### src/rtl/uart_cdc.sv
`timescale 1ns/1ps
// uart_cdc: UART endpoint for the CPU FIFO bridge byte-stream interface.
// The "in" stream is serialised onto uart_tx_o. Bytes received on uart_rx_i
// are buffered in a show-ahead FIFO and presented on the "out" stream.
// Optional feature macro: UART_CDC_PARITY_EN (even parity bit after bit 7).
// When undefined, frames are 8N1 and no parity logic is built.
module uart_cdc #(
   parameter int CLK_HZ   = 12000000,
   parameter int BAUD     = 115200,
   parameter int RX_DEPTH = 4
) (
   input  logic       clk_i,
   input  logic       rstn_i,
   input  logic [7:0] in_data_i,
   input  logic       in_valid_i,
   output logic       in_ready_o,
   output logic [7:0] out_data_o,
   output logic       out_valid_o,
   input  logic       out_ready_i,
   output logic       uart_tx_o,
   input  logic       uart_rx_i,
   output logic       rx_overrun_o,
   output logic       rx_frame_err_o
);

   localparam int DIV = CLK_HZ / BAUD;
   localparam int CW  = (DIV >= 2) ? $clog2(DIV) : 1;
   localparam int AW  = (RX_DEPTH >= 2) ? $clog2(RX_DEPTH) : 1;

   localparam logic [CW-1:0] DIV_LAST  = CW'(DIV - 1);
   localparam logic [CW-1:0] HALF_LAST = CW'((DIV / 2) - 1);
   localparam logic [CW-1:0] CNT_ZERO  = CW'(0);
   localparam logic [CW-1:0] CNT_ONE   = CW'(1);
   localparam logic [AW:0]   PTR_ONE   = (AW + 1)'(1);

   // Configuration sanity: the baud divider must leave room for mid-bit sampling
   if (DIV < 8) begin : g_div_check
      $error("uart_cdc: CLK_HZ/BAUD must be at least 8");
   end
   if ((RX_DEPTH < 2) || ((RX_DEPTH & (RX_DEPTH - 1)) != 0)) begin : g_depth_check
      $error("uart_cdc: RX_DEPTH must be a power of 2 and at least 2");
   end

`ifdef UART_CDC_PARITY_EN
   // Even parity: the parity bit makes the total count of ones even
   function automatic logic even_parity(input logic [7:0] data);
      return ^data;
   endfunction
`endif

   typedef enum logic [2:0] {
      TX_IDLE  = 3'd0,
      TX_START = 3'd1,
      TX_DATA  = 3'd2,
      TX_PAR   = 3'd3,
      TX_STOP  = 3'd4
   } tx_state_t;

   typedef enum logic [2:0] {
      RX_IDLE  = 3'd0,
      RX_START = 3'd1,
      RX_DATA  = 3'd2,
      RX_PAR   = 3'd3,
      RX_STOP  = 3'd4
   } rx_state_t;

   // ------------------------------------------------------------------
   // Transmitter
   // ------------------------------------------------------------------
   tx_state_t       tx_state_r, tx_state_s;
   logic [CW-1:0]   tx_cnt_r, tx_cnt_s;
   logic [2:0]      tx_bit_r, tx_bit_s;
   logic [7:0]      tx_shift_r, tx_shift_s;
   logic            tx_line_r, tx_line_s;
   logic            in_ready_r, in_ready_s;
   logic            tx_end_s;
`ifdef UART_CDC_PARITY_EN
   logic            tx_par_r, tx_par_s;
`endif

   // TX next-state and next line level; the line value is registered so it
   // changes exactly on bit boundaries and snaps to idle on reset
   always_comb begin
      tx_state_s = tx_state_r;
      tx_cnt_s   = tx_cnt_r;
      tx_bit_s   = tx_bit_r;
      tx_shift_s = tx_shift_r;
      tx_line_s  = tx_line_r;
`ifdef UART_CDC_PARITY_EN
      tx_par_s   = tx_par_r;
`endif
      tx_end_s   = (tx_cnt_r == DIV_LAST);
      case (tx_state_r)
         TX_IDLE: begin
            tx_cnt_s = CNT_ZERO;
            tx_bit_s = 3'd0;
            if (in_valid_i) begin
               tx_shift_s = in_data_i;
`ifdef UART_CDC_PARITY_EN
               tx_par_s   = even_parity(in_data_i);
`endif
               tx_line_s  = 1'b0;
               tx_state_s = TX_START;
            end else begin
               tx_line_s  = 1'b1;
            end
         end
         TX_START: begin
            if (tx_end_s) begin
               tx_cnt_s   = CNT_ZERO;
               tx_bit_s   = 3'd0;
               tx_line_s  = tx_shift_r[0];
               tx_state_s = TX_DATA;
            end else begin
               tx_cnt_s   = tx_cnt_r + CNT_ONE;
            end
         end
         TX_DATA: begin
            if (tx_end_s) begin
               tx_cnt_s = CNT_ZERO;
               if (tx_bit_r == 3'd7) begin
`ifdef UART_CDC_PARITY_EN
                  tx_line_s  = tx_par_r;
                  tx_state_s = TX_PAR;
`else
                  tx_line_s  = 1'b1;
                  tx_state_s = TX_STOP;
`endif
               end else begin
                  tx_bit_s   = tx_bit_r + 3'd1;
                  tx_shift_s = {1'b0, tx_shift_r[7:1]};
                  tx_line_s  = tx_shift_r[1];
               end
            end else begin
               tx_cnt_s = tx_cnt_r + CNT_ONE;
            end
         end
`ifdef UART_CDC_PARITY_EN
         TX_PAR: begin
            if (tx_end_s) begin
               tx_cnt_s   = CNT_ZERO;
               tx_line_s  = 1'b1;
               tx_state_s = TX_STOP;
            end else begin
               tx_cnt_s   = tx_cnt_r + CNT_ONE;
            end
         end
`endif
         TX_STOP: begin
            tx_line_s = 1'b1;
            if (tx_end_s) begin
               tx_cnt_s   = CNT_ZERO;
               tx_state_s = TX_IDLE;
            end else begin
               tx_cnt_s   = tx_cnt_r + CNT_ONE;
            end
         end
         default: begin
            tx_cnt_s   = CNT_ZERO;
            tx_bit_s   = 3'd0;
            tx_line_s  = 1'b1;
            tx_state_s = TX_IDLE;
         end
      endcase
      in_ready_s = (tx_state_s == TX_IDLE);
   end

   // TX state register; reset forces the line idle immediately
   always_ff @(posedge clk_i or negedge rstn_i) begin
      if (!rstn_i) begin
         tx_state_r <= TX_IDLE;
         tx_cnt_r   <= CNT_ZERO;
         tx_bit_r   <= 3'd0;
         tx_shift_r <= 8'h00;
         tx_line_r  <= 1'b1;
         in_ready_r <= 1'b1;
`ifdef UART_CDC_PARITY_EN
         tx_par_r   <= 1'b0;
`endif
      end else begin
         tx_state_r <= tx_state_s;
         tx_cnt_r   <= tx_cnt_s;
         tx_bit_r   <= tx_bit_s;
         tx_shift_r <= tx_shift_s;
         tx_line_r  <= tx_line_s;
         in_ready_r <= in_ready_s;
`ifdef UART_CDC_PARITY_EN
         tx_par_r   <= tx_par_s;
`endif
      end
   end

   // ------------------------------------------------------------------
   // Receiver
   // ------------------------------------------------------------------
   logic            rx_meta_r, rx_sync_r;
   rx_state_t       rx_state_r, rx_state_s;
   logic [CW-1:0]   rx_cnt_r, rx_cnt_s;
   logic [2:0]      rx_bit_r, rx_bit_s;
   logic [7:0]      rx_shift_r, rx_shift_s;
   logic            rx_wait_r, rx_wait_s;
   logic            rx_push_s, rx_ferr_s, rx_par_ok_s;
`ifdef UART_CDC_PARITY_EN
   logic            rx_par_r, rx_par_s;
`endif

   // Two-flop synchroniser for the asynchronous serial input; idles high
   always_ff @(posedge clk_i or negedge rstn_i) begin
      if (!rstn_i) begin
         rx_meta_r <= 1'b1;
         rx_sync_r <= 1'b1;
      end else begin
         rx_meta_r <= uart_rx_i;
         rx_sync_r <= rx_meta_r;
      end
   end

   // RX next-state: half-bit start qualification, then centre sampling.
   // After a bad stop bit the receiver stays disarmed until the line is high.
   always_comb begin
      rx_state_s = rx_state_r;
      rx_cnt_s   = rx_cnt_r;
      rx_bit_s   = rx_bit_r;
      rx_shift_s = rx_shift_r;
      rx_wait_s  = rx_wait_r;
      rx_push_s  = 1'b0;
      rx_ferr_s  = 1'b0;
`ifdef UART_CDC_PARITY_EN
      rx_par_s    = rx_par_r;
      rx_par_ok_s = (even_parity(rx_shift_r) == rx_par_r);
`else
      rx_par_ok_s = 1'b1;
`endif
      case (rx_state_r)
         RX_IDLE: begin
            rx_cnt_s = CNT_ZERO;
            rx_bit_s = 3'd0;
            if (rx_wait_r) begin
               rx_wait_s = !rx_sync_r;
            end else if (!rx_sync_r) begin
               rx_state_s = RX_START;
            end else begin
               rx_state_s = RX_IDLE;
            end
         end
         RX_START: begin
            if (rx_cnt_r == HALF_LAST) begin
               rx_cnt_s = CNT_ZERO;
               if (!rx_sync_r) begin
                  rx_state_s = RX_DATA;
               end else begin
                  rx_state_s = RX_IDLE;
               end
            end else begin
               rx_cnt_s = rx_cnt_r + CNT_ONE;
            end
         end
         RX_DATA: begin
            if (rx_cnt_r == DIV_LAST) begin
               rx_cnt_s   = CNT_ZERO;
               rx_shift_s = {rx_sync_r, rx_shift_r[7:1]};
               if (rx_bit_r == 3'd7) begin
`ifdef UART_CDC_PARITY_EN
                  rx_state_s = RX_PAR;
`else
                  rx_state_s = RX_STOP;
`endif
               end else begin
                  rx_bit_s = rx_bit_r + 3'd1;
               end
            end else begin
               rx_cnt_s = rx_cnt_r + CNT_ONE;
            end
         end
`ifdef UART_CDC_PARITY_EN
         RX_PAR: begin
            if (rx_cnt_r == DIV_LAST) begin
               rx_cnt_s   = CNT_ZERO;
               rx_par_s   = rx_sync_r;
               rx_state_s = RX_STOP;
            end else begin
               rx_cnt_s = rx_cnt_r + CNT_ONE;
            end
         end
`endif
         RX_STOP: begin
            if (rx_cnt_r == DIV_LAST) begin
               rx_cnt_s   = CNT_ZERO;
               rx_state_s = RX_IDLE;
               if (rx_sync_r && rx_par_ok_s) begin
                  rx_push_s = 1'b1;
               end else begin
                  rx_ferr_s = 1'b1;
                  rx_wait_s = !rx_sync_r;
               end
            end else begin
               rx_cnt_s = rx_cnt_r + CNT_ONE;
            end
         end
         default: begin
            rx_cnt_s   = CNT_ZERO;
            rx_bit_s   = 3'd0;
            rx_state_s = RX_IDLE;
         end
      endcase
   end

   // RX state register; reset discards any partially received byte
   always_ff @(posedge clk_i or negedge rstn_i) begin
      if (!rstn_i) begin
         rx_state_r <= RX_IDLE;
         rx_cnt_r   <= CNT_ZERO;
         rx_bit_r   <= 3'd0;
         rx_shift_r <= 8'h00;
         rx_wait_r  <= 1'b0;
`ifdef UART_CDC_PARITY_EN
         rx_par_r   <= 1'b0;
`endif
      end else begin
         rx_state_r <= rx_state_s;
         rx_cnt_r   <= rx_cnt_s;
         rx_bit_r   <= rx_bit_s;
         rx_shift_r <= rx_shift_s;
         rx_wait_r  <= rx_wait_s;
`ifdef UART_CDC_PARITY_EN
         rx_par_r   <= rx_par_s;
`endif
      end
   end

   // ------------------------------------------------------------------
   // Receive FIFO (pointers carry an extra wrap bit)
   // ------------------------------------------------------------------
   logic [7:0]  mem_r [RX_DEPTH];
   logic [AW:0] wr_ptr_r, rd_ptr_r;
   logic        empty_s, full_s, pop_s, wen_s, ovr_s;
   logic        ovr_r, ferr_r;

   assign empty_s = (wr_ptr_r == rd_ptr_r);
   assign full_s  = (wr_ptr_r[AW] != rd_ptr_r[AW]) &&
                    (wr_ptr_r[AW-1:0] == rd_ptr_r[AW-1:0]);
   assign pop_s   = !empty_s && out_ready_i;
   // A full FIFO still accepts a byte when the head leaves in the same cycle
   assign wen_s   = rx_push_s && (!full_s || pop_s);
   assign ovr_s   = rx_push_s && full_s && !pop_s;

   // FIFO storage, pointers and the registered error pulses
   always_ff @(posedge clk_i or negedge rstn_i) begin
      if (!rstn_i) begin
         for (int i = 0; i < RX_DEPTH; i++) begin
            mem_r[i] <= 8'h00;
         end
         wr_ptr_r <= (AW + 1)'(0);
         rd_ptr_r <= (AW + 1)'(0);
         ovr_r    <= 1'b0;
         ferr_r   <= 1'b0;
      end else begin
         if (wen_s) begin
            mem_r[wr_ptr_r[AW-1:0]] <= rx_shift_r;
            wr_ptr_r <= wr_ptr_r + PTR_ONE;
         end
         if (pop_s) begin
            rd_ptr_r <= rd_ptr_r + PTR_ONE;
         end
         ovr_r  <= ovr_s;
         ferr_r <= rx_ferr_s;
      end
   end

   assign in_ready_o     = in_ready_r;
   assign uart_tx_o      = tx_line_r;
   assign out_valid_o    = !empty_s;
   assign out_data_o     = empty_s ? 8'h00 : mem_r[rd_ptr_r[AW-1:0]];
   assign rx_overrun_o   = ovr_r;
   assign rx_frame_err_o = ferr_r;

endmodule

### config.mk
export PLATFORM = sky130hd
export DESIGN_NAME = uart_cdc
export DESIGN_NICKNAME = d
export VERILOG_FILES = /design/src/rtl/uart_cdc.sv
export SDC_FILE = /design/constraint.sdc
export NUM_CORES = 1
export LEC_CHECK = 0
export CORE_MARGIN = 2
export CORE_UTILIZATION = 45
export DETAILED_ROUTE_END_ITERATION = 16
export GPL_TIMING_DRIVEN = 0
export PLACE_DENSITY = 0.7
export SYNTH_ARGS = -nofsm -noshare
export SYNTH_HDL_FRONTEND = slang
export SYNTH_SLANG_ARGS = --single-unit
### constraint.sdc
create_clock -name clk_i -period 3.89 [get_ports clk_i]
set_input_delay 0.778 -clock clk_i [delete_from_list [all_inputs] [get_ports clk_i]]
set_output_delay 0.778 -clock clk_i [all_outputs]
set_load 0.03 [all_outputs]
==> metrics.md <==
| Metric | Value |
|---|---|
| Cts repair resizes | `0` |
| GRT Util Overall | `0.160` |
| Critical Path RT | `3110 ps` |
| Internal power component | `around 1400 µW` |
| Commonest non-fill, non-tap cell in the layout | `dfrtp_1` |
| Post-synth top flop | `dfrtp_1` |
| RD Place Congestion | `0.797` |
| Max FO, Critical Path | `10` |
| Final hold vios | `0` |
| DR iter-0 viols | `67` |
| Final design utilization | `0.524` |
| Share of layout cells above drive strength 1 | `0.274` |
| Die width | `101 µm` |
| IO Pins | `26` |
| Final Max Tran Viols | `0` |
| Count of flip-flops with a built-in enable after synthesis | `0` |
| Clock Sinks | `87` |
| Nets | `391` |
| Min-Delay Path Class | `reg -> reg` |
| Port Buf Inserts | `25` |
| Critical Path AT | `roughly 2600 ps` |
| Top achievable clock speed | `0.299 GHz` |
| Slew margin rel. | `0.596` |
| Clock skew | `roughly 10 ps` |
| Cts hold-fix bufs | `0` |
| Bufs and invs on worst path | `3` |
| IR Drop Worst-Case VDD | `0.215 mV` |
| Top-area cell type share of the netlist area | `0.491` |
| Bufs on Longest Clock Path | `2` |
| Switch Pwr | `539 µW` |
| Num CTS Buffers | `9` |
| Mapped Cells | `330` |
| Avg Inst Size Synth | `about 13 µm²` |
| P_leak | `0.00216 µW` |
| Logic gate share of total power | `0.151` |
| RSZ-0062 raised after global routing | `no` |
| Synth warnings | `0` |
| Initial core utilization | `0.460` |
| Outcome | `finished clean` |
| WL final | `7450 µm` |
| Via count of the routed design | `around 2.6k` |
| Post-route antenna net violation count | `0` |
| Clock latency on the worst-skew pair | `between 300 and 400 ps` |
| Register area share after synthesis | `0.516` |
| Die footprint | `10200 µm²` |
| Largest area contributor in the netlist | `dfrtp_1` |
| Reg power frac | `0.551` |
| Critical Path, Cell by Cell | `buf_2, xnor2_1, nand3b_1, clkbuf_1, and2_1, clkdlybuf4s50_1` |
| CTS tree | `done` |
| Tcrit/Tclk final | `0.859` |
| Min Clock Period, post-route | `3340 ps` |
| # rows | `35` |
| Synth cell types | `47` |
| Wirelength per Cell | `approximately 15 µm` |
| Post-DP HPWL | `5020 µm` |
| Post-CTS Setup Bufs | `0` |
| Initial antenna violation count | `0` |
| Deepest level of the CTS H-tree | `3` |
| Clk slew on worst S/H paths | `90 ps` |
| Synth async-reset ratio | `1.00` |
| Crit Path Class | `reg -> out` |
| TritonRoute pass-1 iters | `4` |
| Critical-path top delay cell | `clkdlybuf4s50_1` |
| Slew @ Worst Pin | `604 ps` |
| Ant. Diodes | `0` |
| Crit path max-delay family | `buffers and inverters` |
| Vias in the first global route | `2585` |
| Detailed-route DRC error count | `0` |
| Clock share of power | `0.298` |
| Worst Setup Start Kind | `flip-flop` |
| Main area contributors after synthesis | `dfrtp_1, mux2_2, mux4_2` |
| Drt via density | `5.44` |
| Crit. End Element | `output pin` |
| Placeable Area | `9200 µm²` |
| Commonest non-fill, non-tap cells in the layout | `dfrtp_1, mux2_2, clkdlybuf4s50_1` |
| GRT overflow | `0` |
| Layout area overhead | `13.9%` |
| Power density over cell area | `~400 nW/µm²` |
| Post-Place Worst Slack | `928 ps` |
| First-pass GRT wire length | `12500 µm` |
| Sw Ratio | `0.278` |
| Largest net degree at the start of global routing | `49` |
| Crit-path max cell delay | `670 ps` |
| Final Worst Setup Slack | `549 ps` |
| Endpoints failing setup | `0` |
| Syn_nets | `about 350` |
| Pwr Total | `1940 µW` |
| Die Y | `101 µm` |
| Clk root buf | `clkbuf_8` |
| #FFs+latches synth | `between 80 and 90` |
| Cell Area, Synth | `4230 µm²` |
| # Max-Cap Violations | `0` |
-- cells in the mapped netlist (2+ instances only) --
library cell	instances
o21ai_0	7
and3_1	6
mux2_2	57
dfrtp_1	83
o31ai_1	3
mux2i_1	5
clkbuf_1	8
nor2_1	20
and2_1	10
ha_1	11
nor2b_1	3
nand2b_1	4
or3b_2	2
or3_1	3
dfstp_2	4
nor3_1	5
xnor2_1	11
xor2_1	6
inv_1	7
nand4_1	2
a21oi_1	13
nand3_1	12
a31oi_1	2
nor3b_1	2
mux4_2	8
nand3b_1	3
nand2_1	8
o21a_1	2
nand4_4	4
a22o_1	2
-- flip-flops by register name, summed over array words and instances, names as in the netlist --
signal,count
rx_cnt_r,7
rx_shift_r,8
rx_frame_err_o,1
wr_ptr_r,3
mem_r,32
uart_tx_o,1
tx_state_r,3
rd_ptr_r,3
in_ready_o,1
tx_cnt_r,7
rx_bit_r,3
rx_wait_r,1
tx_shift_r,8
rx_meta_r,1
tx_bit_r,3
rx_state_r,3
rx_sync_r,1
rx_overrun_o,1
-- cell families (layout without fill, tap and decap cells) --
family          after synthesis  after routing  synth area share
fa+ha+maj                    11             11            0.0325
mux                          70             70             0.206
buf+inv                      18             60            0.0175
xor+xnor                     17             17            0.0352
flops                        87             87             0.516
simple gates                 94             94             0.146
compound gates               33             33            0.0473
-- per-layer routing --
metal / up-vias / routed length (µm) / GRT usage
met5: - / 0 / 0
met4: 0 / 122 / 0.0707
met3: 12 / 198 / 0.0326
met2: 34 / 3640 / 0.255
met1: 1326 / 3490 / 0.211
li1: 1254 / - / -
-- final cells by class --
class	count	area, µm²
repair buffers	26	275
clock inverters	4	30.0
inverters	7	26.3
flip-flops and latches	87	2180
clock buffers	12	145
multi-input cells	225	1970
fillers	796	4380
well taps	111	139
plain buffers	11	47.5
-- per-stage QoR --
stage / setup TNS, ps / area (µm²) / instances / hold slack, ps
6_report: 0 / 4820 / 483 / 359
3_3_place_gp: -87500 / 4620 / 466 / 345
5_1_grt: 0 / 4820 / 483 / 363
3_5_place_dp: 0 / 4640 / 467 / 347
4_1_cts: 0 / 4820 / 483 / 359
2_1_floorplan: 0 / 4230 / 330 / 345
-- path summary, 6_finish.rpt --
kind	from	to	slack [ps]	cells after the start
max in group asynchronous	rstn_i	rx_shift_r[6]	2890	2
hold reg to reg	rx_meta_r	rx_sync_r	360	0
setup reg to reg	tx_cnt_r[0]	tx_shift_r[5]	1710	6
min in group asynchronous	rstn_i	mem_r[0]	390	1
setup / recovery	rd_ptr_r[1]	out_data_o[7]	550	6
hold / removal	rx_meta_r	rx_sync_r	360	0
-- power by group through the flow --
stage | clock network, µW | registers, µW | logic (µW)
4_1_cts | 596 | 1070 | 298
6_report | 576 | 1070 | 293
2_1_floorplan | 0 | 1080 | 198
3_3_place_gp | 0 | 1080 | 285
5_1_grt | 632 | 1080 | 337
3_5_place_dp | 0 | 1080 | 298
Power figures use the tool's default switching activity.
